File: src/rtl/demorgan_sweep.sv
// rtl/demorgan_sweep.sv - self-checking De Morgan sweep over all 2^WIDTH input vectors
// Stage register holds one row per clock; the check stage compares both identity forms.
module demorgan_sweep #(
  parameter int WIDTH = 2
) (
  input  logic             clk,
  input  logic             rst_n,
  input  logic             start,
  input  logic             fault_inject,
  output logic             busy,
  output logic             done,
  output logic             pass,
  output logic             row_valid,
  output logic [WIDTH-1:0] row_vec,
  output logic [5:0]       row_bits,
  output logic [WIDTH:0]   mismatch_count,
  output logic [WIDTH-1:0] first_fail_vec
);

  typedef enum logic [1:0] {IDLE, RUN, DRAIN, DONE} state_e;

  state_e           state_q, state_d;
  logic [WIDTH-1:0] vec_q, vec_d;
  logic             row_valid_q, row_valid_d;
  logic [WIDTH-1:0] row_vec_q, row_vec_d;
  logic [5:0]       row_bits_q, row_bits_d;
  logic [WIDTH:0]   mismatch_q, mismatch_d;
  logic [WIDTH-1:0] first_fail_q, first_fail_d;
  logic             fail_seen_q, fail_seen_d;
  logic             done_q, done_d;
  logic             pass_q, pass_d;
  logic             mis;
  logic [5:0]       eval_bits;

  // row_bits layout: {and_r, or_r, nor_lhs, nor_rhs, nand_lhs, nand_rhs}
  always_comb begin
    eval_bits = {&vec_q, |vec_q, ~(|vec_q), &(~vec_q), ~(&vec_q), (|(~vec_q)) ^ fault_inject};
    mis       = row_valid_q & ((row_bits_q[3] != row_bits_q[2]) | (row_bits_q[1] != row_bits_q[0]));
  end

  always_comb begin
    state_d      = state_q;
    vec_d        = vec_q;
    row_valid_d  = row_valid_q;
    row_vec_d    = row_vec_q;
    row_bits_d   = row_bits_q;
    mismatch_d   = mismatch_q;
    first_fail_d = first_fail_q;
    fail_seen_d  = fail_seen_q;
    done_d       = done_q;
    pass_d       = pass_q;

    // Checks the row published on the previous edge
    if (mis) begin
      mismatch_d = mismatch_q + 1'b1;
      if (!fail_seen_q) begin
        first_fail_d = row_vec_q;
        fail_seen_d  = 1'b1;
      end
    end

    case (state_q)
      IDLE, DONE: begin
        if (start) begin
          state_d      = RUN;
          vec_d        = '0;
          row_valid_d  = 1'b0;
          mismatch_d   = '0;
          first_fail_d = '0;
          fail_seen_d  = 1'b0;
          done_d       = 1'b0;
          pass_d       = 1'b0;
        end
      end
      RUN: begin
        row_valid_d = 1'b1;
        row_vec_d   = vec_q;
        row_bits_d  = eval_bits;
        if (vec_q == {WIDTH{1'b1}}) begin
          state_d = DRAIN;
        end else begin
          vec_d = vec_q + 1'b1;
        end
      end
      DRAIN: begin
        row_valid_d = 1'b0;
        state_d     = DONE;
        done_d      = 1'b1;
        pass_d      = (mismatch_d == '0);
      end
      default: state_d = IDLE;
    endcase
  end

  always_ff @(posedge clk or negedge rst_n) begin
    if (!rst_n) begin
      state_q      <= IDLE;
      vec_q        <= '0;
      row_valid_q  <= 1'b0;
      row_vec_q    <= '0;
      row_bits_q   <= '0;
      mismatch_q   <= '0;
      first_fail_q <= '0;
      fail_seen_q  <= 1'b0;
      done_q       <= 1'b0;
      pass_q       <= 1'b0;
    end else begin
      state_q      <= state_d;
      vec_q        <= vec_d;
      row_valid_q  <= row_valid_d;
      row_vec_q    <= row_vec_d;
      row_bits_q   <= row_bits_d;
      mismatch_q   <= mismatch_d;
      first_fail_q <= first_fail_d;
      fail_seen_q  <= fail_seen_d;
      done_q       <= done_d;
      pass_q       <= pass_d;
    end
  end

  assign busy           = (state_q == RUN) || (state_q == DRAIN);
  assign done           = done_q;
  assign pass           = pass_q;
  assign row_valid      = row_valid_q;
  assign row_vec        = row_vec_q;
  assign row_bits       = row_bits_q;
  assign mismatch_count = mismatch_q;
  assign first_fail_vec = first_fail_q;

endmodule
File: config.mk
export PLATFORM = sky130hd
export DESIGN_NAME = demorgan_sweep
export DESIGN_NICKNAME = d
export VERILOG_FILES = /design/src/rtl/demorgan_sweep.sv
export SDC_FILE = /design/constraint.sdc
export NUM_CORES = 1
export LEC_CHECK = 0
export CORE_ASPECT_RATIO = 0.6
export CORE_UTILIZATION = 44
export CTS_CLUSTER_SIZE = 20
export DETAILED_ROUTE_END_ITERATION = 12
export GPL_TIMING_DRIVEN = 0
export PLACE_DENSITY = 0.84
export SLEW_MARGIN = 20
export SYNTH_ARGS = -nofsm -noshare
export SYNTH_HDL_FRONTEND = slang
export SYNTH_SLANG_ARGS = --single-unit
File: constraint.sdc
create_clock -name clk -period 1.28 [get_ports clk]
set_input_delay 0.128 -clock clk [delete_from_list [all_inputs] [get_ports clk]]
set_output_delay 0.128 -clock clk [all_outputs]
set_load 0.02 [all_outputs]
==> metrics <==
simple-gate portion of the synthesized area=14.99%; depth of the most critical reg-to-reg path=5; net count reported at finish=139; number of nets produced by synthesis=approximately 110; DR pass1 iterations=4; Unique masters post-synth=27; Max-Cap Viols=0; overflow left after global routing=0; detailed route wirelength on metal3=84 um; vertical die dimension=slightly below 40 um; number of enable-type register cells in the synthesized netlist=0; layout overhead on the synthesized area=43.12%; Max Root-Sink Buffers=2; commonest register cell after synthesis=dfrtp_1; die footprint=0.002497 mm^2; Initial Utilization=46.67%; placed instance count=147; mean cell area of the mapped netlist=10.41 um^2; parity-gate share of the synthesized area counting xor and xnor cells=around 4.2%; register bit count reported by yosys=20; number of remaining DRC errors=0; count of mapped cells out of synthesis=97; run status=complete, but fails checks; slew of the pin with the lowest slew margin=928.9 ps; number of rows in the core area=13; worst hold-check path type=input port to async pin; fraction of registers with async set or reset after synthesis=100.0%; HPWL Detailed=roughly 1500 um; final worst slack=-107.2 ps; Ant. Diodes=0; number of vias per cell after detailed routing=between 4 and 5; met2 routed WL=894 um; most repeated cell in the gate-level netlist after synthesis=dfrtp_1; Crit Path Max Fanout=5; crit path from=state_q[1]; TritonCTS buffer count=3; max_slew headroom=37.88%; post-route ant nets=0; clock network latency to the later pin of the worst-skew pair=270 ps; wl on met1=1018 um; capturing element type of the critical path=register; main combinational cell family by area after synthesis=simple AND/OR/NAND/NOR gates; most frequent cells after synthesis=20 x dfrtp_1, 9 x nor2_1, 8 x inv_1, 8 x nand2_1; area fraction in compound gates after synthesis=9.665%; worst vdd rail ir drop=1.521 mV; clock tree from TritonCTS=yes; number of standard cells in the final layout excluding fillers=158; required time of the worst setup path=1440 ps; Synth area leader=dfrtp_1; Final Critical Period=1387 ps; core footprint=0.002163 mm^2; origin of the critical flop-to-flop path=state_q[1]; fraction of synthesized cell area taken by the top area cell type=49.57%; crit path launch type=register; setup clock skew after layout=5.781 ps; starting DRC count in detailed routing=13; Post-Synth Adder-Cell Area=7.435%; last weighted congestion value of the routability-driven placer=0.7337; RSZ-0062 raised after global routing=true; pins over their slew limit=0; Hold-fix buffers, CTS=0; first-pass GRT wire length=3187 um; leading cell types by total area after synthesis=dfrtp_1 50%, ha_1 7.4%, mux2i_1 5.0%, mux2_2 4.5%, nor2_1 3.3%; final number of hold-violating endpoints=0; routed wire length per instance=approximately 13 um; pin count of the biggest net entering global routing=21; DIE WIDTH=63.85 um; wirelength, routed=approximately 2000 um; arrival time of data at the critical path endpoint=1540 ps; cell area after synthesis=around 0.001 mm^2; Root Driver=clkbuf_8; failing checks=negative setup slack; number of warnings reported in the yosys synthesis log=0; final total power=3.962 mW; portion of netlist area occupied by mux cells=9.418%; clock transition time at the flip-flop clock pins of the worst setup and hold paths=roughly 80 ps; clk sinks=20; PD cells=between 2000 and 3000 mW/mm^2; CTS H-tree lvls=1; share of post-route cells with drive strength above 1=between 20% and 30%; vias in the first global route=667; max layer used=met4; via count=763; antenna violations before repair=0; crit share post-route=108.4%; total negative slack for setup checks=-388.7 ps; standby leakage power=0.7162 nW; overall global routing resource usage=18.43%; proportion of synthesized chip area in sequential cells=49.57%; type of the worst setup path=register to register; port bufs=20; fmax=720.9 MHz; number of setup violations in the final report=7; I/O pin cnt=21; Place WS=-215.2 ps
[kinds of logic after synthesis]
group / count (synthesis)
AO/OA/AOI/OAI: 16
buffers and inverters: 11
multiplexers: 9
flip-flops: 20
AND/OR/NAND/NOR: 31
adder cells (fa/ha/maj): 6
XOR/XNOR: 4
[layer usage]
layer | global-route usage, % | vias to the layer above
li1 | - | 387
met1 | 24.14 | 358
met2 | 28.19 | 15
met3 | 6.471 | 3
met4 | 6.818 | 0
met5 | 0 | -
[path summary, 6_finish.rpt]
check                                    end  slack [ps]
setup / recovery                    vec_q[0]        -110
hold / removal             first_fail_vec[0]         380
setup reg to reg                    vec_q[0]        -110
hold reg to reg                  row_bits[4]         520
max in group asynchronous           vec_q[0]         270
min in group clk                 row_bits[4]         520
[power by group]
group / internal (mW) / switching, mW
Sequential: 0.891 / 0.237
Combinational: 1.07 / 1.12
Clock: 0.418 / 0.222
Total: 2.38 / 1.58
[final cells by class]
class | count | area (um^2)
clock inverter | 1 | 30.03
inverter | 8 | 30.03
timing repair buffer | 27 | 235.2
multi-input combinational | 66 | 538.0
clock buffer | 3 | 41.29
tap | 30 | 37.54
buffer | 3 | 30.03
sequential | 20 | 503.0
fill | 174 | 718.2
[cells in the final DEF (no fill, tap or decap), types with 2 or more instances in the layout]
cell,netlist,routed
nand2_1,8,8
buf_6,0,3
o21ai_0,4,4
clkbuf_8,0,3
inv_1,8,7
a21o_1,2,2
mux2i_1,5,5
mux2_2,4,4
dfrtp_1,20,18
buf_4,1,8
dlygate4sd2_1,0,15
nand3b_1,2,2
a21oi_1,6,6
dfrtp_2,0,2
o31ai_1,2,2
nor2_1,9,8
ha_1,6,2
ha_4,0,4
clkdlybuf4s50_1,0,3
xor2_1,2,2
[stage by stage]
stage               util (%)  hold WS, ps  cell area, um^2
floorplan                  -       -167.6             1045
global placement       59.28        467.8             1282
detailed placement     59.28        514.9             1282
CTS                    65.24        392.2             1411
global route           66.80        452.8             1445
finish                 66.80        375.4             1445
[flip-flops by register name (all words and copies together), names as in the netlist]
signal / count
row_bits: 5
mismatch_count: 3
done: 1
row_valid: 1
pass: 1
state_q: 2
first_fail_vec: 2
fail_seen_q: 1
row_vec: 2
vec_q: 2
[timing repair]
item / in CTS / in global routing
pin swaps: 3 / 3
gates resized for setup: 30 / 7
setup endpoints to repair: 26 / 15
buffers inserted: 6 / 1
[critical path, cell delays in order (launching register included)]
cell and delay (ps):
dfrtp_1 420, ha_4 310, and2b_2 190, nor3_2 50, a21o_1 150, a22o_1 170
No activity file was read; power rests on OpenSTA's default activity.
